**config.mk**
```make
export PLATFORM = sky130hd
export DESIGN_NAME = stc_frame_sync_flat
export DESIGN_NICKNAME = d
export VERILOG_FILES = /design/src/rtl/stc_frame_sync_if.sv /design/src/rtl/stc_frame_sync.sv /design/src/flat_wrapper.sv
export SDC_FILE = /design/constraint.sdc
export NUM_CORES = 1
export LEC_CHECK = 0
export CAP_MARGIN = 10
export CELL_PAD_IN_SITES_DETAIL_PLACEMENT = 1
export CELL_PAD_IN_SITES_GLOBAL_PLACEMENT = 1
export CORE_ASPECT_RATIO = 0.9
export CORE_UTILIZATION = 37
export CTS_CLUSTER_SIZE = 40
export DETAILED_ROUTE_END_ITERATION = 16
export PLACE_DENSITY_LB_ADDON = 0.1
export SYNTH_ARGS = -nofsm -noshare
export SYNTH_HDL_FRONTEND = slang
export SYNTH_SLANG_ARGS = --single-unit
```
**constraint.sdc**
```tcl
create_clock -name clk -period 8.15 [get_ports clk]
set_input_delay 1.63 -clock clk [delete_from_list [all_inputs] [get_ports clk]]
set_output_delay 1.63 -clock clk [all_outputs]
set_load 0.05 [all_outputs]
```
**src/rtl/stc_frame_sync_if.sv**
```systemverilog
// Bit-stream bus between the STC derandomizer, the frame synchronizer and the downstream deframer.
// The master drives the input stream and the slave (the synchronizer) returns the corrected stream and status.
interface stc_frame_sync_if;
  logic       bitInputEn;
  logic       bitInput;
  logic       bitOutputEn;
  logic       bitOutput;
  logic       frameStart;
  logic       locked;
  logic [1:0] syncState;
  logic       inverted;

  modport master (
    output bitInputEn, bitInput,
    input  bitOutputEn, bitOutput, frameStart, locked, syncState, inverted
  );

  modport slave (
    input  bitInputEn, bitInput,
    output bitOutputEn, bitOutput, frameStart, locked, syncState, inverted
  );
endinterface

```
**src/rtl/stc_frame_sync.sv**
```systemverilog
// Bit-serial STC frame synchronizer: correlates a sliding window against the sync word in both
// polarities and runs a search/verify/lock/flywheel tracker over the frame period.
module stc_frame_sync #(
  parameter int SYNC_W  = 32,
  parameter int FRAME_W = 16
) (
  input  logic               clk,
  input  logic               reset,
  input  logic [SYNC_W-1:0]  syncPattern,
  input  logic [SYNC_W-1:0]  syncMask,
  input  logic [FRAME_W-1:0] frameLength,
  input  logic [3:0]         searchTol,
  input  logic [3:0]         lockTol,
  input  logic [2:0]         verifyCount,
  input  logic [2:0]         flywheelCount,
  stc_frame_sync_if.slave    bus
);

  localparam int CNT_W = $clog2(SYNC_W + 1);

  typedef enum logic [1:0] {
    SEARCH   = 2'd0,
    VERIFY   = 2'd1,
    LOCK     = 2'd2,
    FLYWHEEL = 2'd3
  } state_t;

  function automatic logic [CNT_W-1:0] popcount(input logic [SYNC_W-1:0] v);
    logic [CNT_W-1:0] n;
    n = '0;
    for (int i = 0; i < SYNC_W; i++) begin
      n = n + CNT_W'(v[i]);
    end
    return n;
  endfunction

  state_t             state, state_nxt;
  logic [SYNC_W-1:0]  window, win_nxt;
  logic [FRAME_W-1:0] bit_count, count_nxt;
  logic [2:0]         hits, hits_nxt;
  logic [3:0]         misses, misses_nxt;
  logic               invert, invert_nxt;
  logic               frame_start_nxt;

  logic [CNT_W-1:0]   d_true, d_inv;
  logic               lock_hit, at_check, short_frame, sync_evt;

  logic               vld_p1;
  logic               bit_out_p1;
  logic               frame_start_p1;

  // Stage 0: window update, distance measurement and tracker next-state
  always_comb begin
    state_nxt   = state;
    count_nxt   = bit_count;
    hits_nxt    = hits;
    misses_nxt  = misses;
    invert_nxt  = invert;
    sync_evt    = 1'b0;

    win_nxt     = {window[SYNC_W-2:0], bus.bitInput};
    d_true      = popcount((win_nxt ^ syncPattern) & syncMask);
    d_inv       = popcount((win_nxt ^ ~syncPattern) & syncMask);
    lock_hit    = (invert ? d_inv : d_true) <= CNT_W'(lockTol);
    at_check    = (bit_count == frameLength - FRAME_W'(1));
    short_frame = (frameLength < FRAME_W'(SYNC_W + 1));

    if (short_frame) begin
      // A frame shorter than the sync word cannot be tracked; keep hunting.
      state_nxt  = SEARCH;
      count_nxt  = '0;
      hits_nxt   = '0;
      misses_nxt = '0;
    end else begin
      unique case (state)
        SEARCH: begin
          count_nxt = '0;
          if (d_true <= CNT_W'(searchTol) || d_inv <= CNT_W'(searchTol)) begin
            // True polarity takes priority when both correlate.
            invert_nxt = !(d_true <= CNT_W'(searchTol));
            hits_nxt   = 3'd1;
            misses_nxt = '0;
            sync_evt   = 1'b1;
            state_nxt  = (verifyCount <= 3'd1) ? LOCK : VERIFY;
          end
        end
        default: begin
          if (at_check) begin
            count_nxt = '0;
            sync_evt  = 1'b1;
            unique case (state)
              VERIFY: begin
                if (lock_hit) begin
                  hits_nxt = hits + 3'd1;
                  if ({1'b0, hits} + 4'd1 >= {1'b0, verifyCount}) state_nxt = LOCK;
                end else begin
                  state_nxt = SEARCH;
                  hits_nxt  = '0;
                end
              end
              LOCK: begin
                if (!lock_hit) begin
                  state_nxt  = FLYWHEEL;
                  misses_nxt = 4'd1;
                end
              end
              default: begin
                if (lock_hit) begin
                  state_nxt  = LOCK;
                  misses_nxt = '0;
                end else if (misses + 4'd1 > {1'b0, flywheelCount}) begin
                  state_nxt  = SEARCH;
                  misses_nxt = '0;
                  hits_nxt   = '0;
                end else begin
                  misses_nxt = misses + 4'd1;
                end
              end
            endcase
          end else begin
            count_nxt = bit_count + FRAME_W'(1);
          end
        end
      endcase
    end

    frame_start_nxt = sync_evt && (state_nxt == LOCK || state_nxt == FLYWHEEL);
  end

  always_ff @(posedge clk) begin
    if (!reset) begin
      state          <= SEARCH;
      window         <= '0;
      bit_count      <= '0;
      hits           <= '0;
      misses         <= '0;
      invert         <= 1'b0;
      vld_p1         <= 1'b0;
      bit_out_p1     <= 1'b0;
      frame_start_p1 <= 1'b0;
    end else if (bus.bitInputEn) begin
      state          <= state_nxt;
      window         <= win_nxt;
      bit_count      <= count_nxt;
      hits           <= hits_nxt;
      misses         <= misses_nxt;
      invert         <= invert_nxt;
      vld_p1         <= 1'b1;
      bit_out_p1     <= bus.bitInput ^ invert_nxt;
      frame_start_p1 <= frame_start_nxt;
    end else begin
      vld_p1         <= 1'b0;
      frame_start_p1 <= 1'b0;
    end
  end

  // Stage 1: registered outputs
  assign bus.bitOutputEn = vld_p1;
  assign bus.bitOutput   = bit_out_p1;
  assign bus.frameStart  = frame_start_p1;
  assign bus.locked      = (state == LOCK) || (state == FLYWHEEL);
  assign bus.syncState   = state;
  assign bus.inverted    = invert;

endmodule

```
**src/flat_wrapper.sv**
```systemverilog
// flat-port wrapper written by rule: the top's interface ports become plain ports
module stc_frame_sync_flat 
#(
  parameter int SYNC_W  = 32,
  parameter int FRAME_W = 16
)
  (clk, reset, syncPattern, syncMask, frameLength, searchTol, lockTol, verifyCount, flywheelCount, bus_bitInputEn, bus_bitInput, bus_bitOutputEn, bus_bitOutput, bus_frameStart, bus_locked, bus_syncState, bus_inverted);
  stc_frame_sync_if bus_i ();
  input  logic clk;
  input  logic reset;
  input  logic [SYNC_W-1:0] syncPattern;
  input  logic [SYNC_W-1:0] syncMask;
  input  logic [FRAME_W-1:0] frameLength;
  input  logic [3:0] searchTol;
  input  logic [3:0] lockTol;
  input  logic [2:0] verifyCount;
  input  logic [2:0] flywheelCount;
  input wire logic [$bits(bus_i.bitInputEn)-1:0] bus_bitInputEn;
  input wire logic [$bits(bus_i.bitInput)-1:0] bus_bitInput;
  output wire logic [$bits(bus_i.bitOutputEn)-1:0] bus_bitOutputEn;
  output wire logic [$bits(bus_i.bitOutput)-1:0] bus_bitOutput;
  output wire logic [$bits(bus_i.frameStart)-1:0] bus_frameStart;
  output wire logic [$bits(bus_i.locked)-1:0] bus_locked;
  output wire logic [$bits(bus_i.syncState)-1:0] bus_syncState;
  output wire logic [$bits(bus_i.inverted)-1:0] bus_inverted;
  assign bus_i.bitInputEn = bus_bitInputEn;
  assign bus_i.bitInput = bus_bitInput;
  assign bus_bitOutputEn = bus_i.bitOutputEn;
  assign bus_bitOutput = bus_i.bitOutput;
  assign bus_frameStart = bus_i.frameStart;
  assign bus_locked = bus_i.locked;
  assign bus_syncState = bus_i.syncState;
  assign bus_inverted = bus_i.inverted;
  stc_frame_sync #(.SYNC_W(SYNC_W), .FRAME_W(FRAME_W)) u_core (.clk(clk), .reset(reset), .syncPattern(syncPattern), .syncMask(syncMask), .frameLength(frameLength), .searchTol(searchTol), .lockTol(lockTol), .verifyCount(verifyCount), .flywheelCount(flywheelCount), .bus(bus_i));
endmodule
```
==> impl_results.md <==
- Kind of critical path: in -> reg
- Synth Net Count: about 910
- Tot GR Track Use: a little over a fifth
- Vias in the first global route: around 5,600
- Initial antenna violation count: 0
- Largest net degree at the start of global routing: 49
- Largest area contributor in the netlist: dfxtp_1
- Most numerous cell in the Yosys netlist: inv_1
- PwrDens: approximately 530 mW/mm^2
- Sw Pwr: roughly 2.0 mW
- RSZ-0062 raised after global routing: true
- Diode count: 0
- Synth top area share: 19.6%
- Status: finished clean
- Least-Margin Pin Slew: ~0.96 ns
- DRC Markers: 0
- Max-cap violations: 0
- Crit Path Max Fanout: 4
- VDD IR max: 0.399 mV
- Setup crit start kind: input pin
- Hold Crit Class: reg -> reg
- Worst setup path endpoint: u_core.misses[2]$_SDFFE_PN0P_
- Root Driver: clkbuf_16
- Internal power: 2.41 mW
- Yosys reg bits: 60
- Net Sw Frac: ~45%
- CTS Buf Count: 9
- Endpoints failing setup: 0
- Initial Utilization: a little under two fifths
- Global-route wire length before repair: 28,000 um
- Post-synthesis cell type count: 63
- Slew Limit Fails: 0
- Post-route core utilization: approximately 51%
- Die height: ~120 um
- Die Width: approximately 140 um
- I/O Buffers: 104
- CP arrival: 8.37 ns
- Mean Syn Cell Area: approximately 8.5 um^2
- Worst Setup End Kind: flop
- CP Data Required Time: around 8.4 ns
- Synth top cells by count: inv_1 (99), dfxtp_1 (60), nor2_1 (51), fa_1 (48), xor2_1 (46)
- DR pass1 iterations: 4
- Async set or reset register ratio after synthesis: 0%
- P_leak: approximately 3.8 nW
- CTS tree: built
- GP Congestion: roughly 0.89
- Power share of the combinational group: 83.6%
- Period utilization: 99.8%
- H-tree Lvls: 3
- Post-route ant nets: 0
- Setup crit start: syncPattern[22]
- Fin. Hold Viols: 0
- CTS max path bufs: 2
- Share of layout cells above drive strength 1: 16.7%
- Worst hold start: u_core.bus.bitOutput$_SDFFE_PN0P_
- WL per Instance: roughly 17 um
- Max Clk Rate: between 0.1 and 0.15 GHz
- Drt first-iter violations: 170
- Io pins: 105
- Synth area leaders: dfxtp_1 (20%), fa_1 (16%), ha_1 (9.0%)
- Worst reg2reg setup slack: between 0.9 and 1 ns
- Post-synth EDFFs: 0
- Core Area: between 0.015 and 0.02 mm^2
- Fin crit period: roughly 8 ns
- DP Wirelength: 14,400 um
- Routed Wire Length: around 18,000 um
- Vias per cell: 5.16
- Seq/Total Area, Yosys: about a fifth
- R2r endpoint: u_core.misses[2]$_SDFFE_PN0P_
- Yosys warnings: 0
- Post-Syn Instances: 717
- Worst-case reg-to-reg path depth: 26
- Final setup TNS: 0 ns
- # fillers: approximately 1,900
- Vias: between 5,000 and 6,000
- Hold-fix buffers, CTS: 0
- FP Rows: between 40 and 50
- Clk slew on worst S/H paths: 0.05 ns
- Seq pwr share: 7.4%
- Area growth from synthesis to layout: 35.6%
- Synthesized area: roughly 0.006 mm^2
- Primary FF master, synth: dfxtp_1
- Gr ovfl total: 0
- Clk Latency, worst-skew pair: ~0.35 ns
- Clock share of power: roughly 9%
- Clock sink count: 60
- Slew HR: between 30% and 40%
- Final net count: around 1,000
- Critical R2R Launch: u_core.window[0]$_SDFFE_PN0P_
- Die area: 0.0171 mm^2
- Worst clock skew: roughly 0.0069 ns
-- logic make-up after synthesis --
group,count (synthesis),synth area share (%)
AOI/OAI and AO/OA,86,10.2
xor gates and xnor gates,66,9.44
adders and majority gates,92,24.7
buffers and inverters,117,7.21
DFF,60,19.6
muxes,40,6.62
and+or+nand+nor,256,22.3
-- per-layer routing --
layer / part of all wire (%) / up-vias / track usage, % / wire length [um]
met5: 0 / - / 0 / 0
met4: 1.6 / 0 / 6.04 / 291
met3: 4.3 / 23 / 3.79 / 789
met2: 48 / 119 / 36.5 / 8880
met1: 46 / 2728 / 28.1 / 8430
li1: - / 2623 / - / -
-- flip-flops by register name, indices dropped and copies added, names as in the netlist, 2 cells and up --
signal,cells
u_core.bit_count,16
u_core.hits,3
u_core.misses,4
u_core.window,31
u_core.bus.syncState,2
-- cell type report --
class / count / area, um^2 / area share [%]
clock buffer: 9 / 225 / 2.71
clock inverter: 7 / 75.1 / 0.904
tap: 207 / 259 / 3.12
sequential: 60 / 1200 / 14.5
timing repair buffer: 142 / 1320 / 15.9
multi-input combinational: 540 / 4850 / 58.4
inverter: 99 / 372 / 4.47
-- stage by stage --
stage,setup slack (ns),hold slack [ns],instances,cell area (um^2),total power [mW]
final,0.0187,0.501,1064,8300,4.38
after global routing,-0.162,0.528,1064,8300,4.66
after CTS,-0.00147,0.503,1061,8030,3.80
after detailed placement,-0.790,0.496,1038,7580,2.88
after global placement,-0.646,0.458,1038,7580,2.74
after floorplan,0.0248,0.447,717,6150,1.94
-- worst max-delay path, stage by stage --
cell and delay [ns]:
dlygate4sd2_1 0.24, xor2_1 0.15, or2_4 0.24, fa_1 0.57
inv_2 0.05, fa_1 0.58, fa_2 0.49, fa_1 0.51
fa_1 0.58, fa_1 0.43, fa_2 0.37, a21o_1 0.19
a21oi_2 0.18, xnor2_2 0.11, mux2_4 0.30, ha_4 0.31
nand2_1 0.09, o21ai_4 0.19, a22oi_2 0.12, buf_4 0.17
a211oi_2 0.21, a221oi_2 0.10, buf_4 0.19, buf_4 0.13
a31o_2 0.23
-- repair_timing --
item	in CTS	in global routing
pin swaps	50	54
endpoints found under the setup margin	11	11
hold endpoints to repair	0	0
setup buffers	7	3
resized for setup	43	63
-- cell usage in the layout (no fill, tap or decap), drive strengths merged, types with 10 or more instances in the layout --
master | netlist | final
inv | 99 | 101
clkdlybuf4s50 | 0 | 78
dfxtp | 60 | 60
nor2 | 51 | 51
fa | 48 | 48
xor2 | 46 | 46
nor2b | 44 | 44
nand2 | 44 | 44
ha | 44 | 44
buf | 3 | 42
mux2i | 36 | 36
and2 | 25 | 25
xnor2 | 20 | 20
a21oi | 19 | 19
o21ai | 14 | 14
dlygate4sd2 | 0 | 13
or2 | 13 | 13
nor3 | 12 | 12
nand4 | 12 | 12
nand2b | 11 | 11
nand3 | 11 | 11
clkbuf | 15 | 10
-- worst min-delay path by stage --
stage | to | slack [ns] | cells past startpoint
after global routing | u_core.misses[3]$_SDFFE_PN0P_ | 0.53 | 1
after floorplan | u_core.hits[1]$_SDFFE_PN0P_ | 0.45 | 2
after CTS | u_core.misses[3]$_SDFFE_PN0P_ | 0.50 | 1
after global placement | u_core.hits[1]$_SDFFE_PN0P_ | 0.46 | 2
after detailed placement | u_core.bus.bitOutput$_SDFFE_PN0P_ | 0.50 | 1
final | u_core.bus.bitOutput$_SDFFE_PN0P_ | 0.50 | 1
-- power by group through the flow --
| stage | sequential [mW] | clock [mW] | combinational, mW |
|---|---|---|---|
| floorplan | 0.346 | 0 | 1.59 |
| global placement | 0.330 | 0 | 2.41 |
| detailed placement | 0.331 | 0 | 2.55 |
| CTS | 0.325 | 0.402 | 3.07 |
| global route | 0.327 | 0.410 | 3.92 |
| finish | 0.325 | 0.392 | 3.66 |
(Power assumes the default switching activity.)
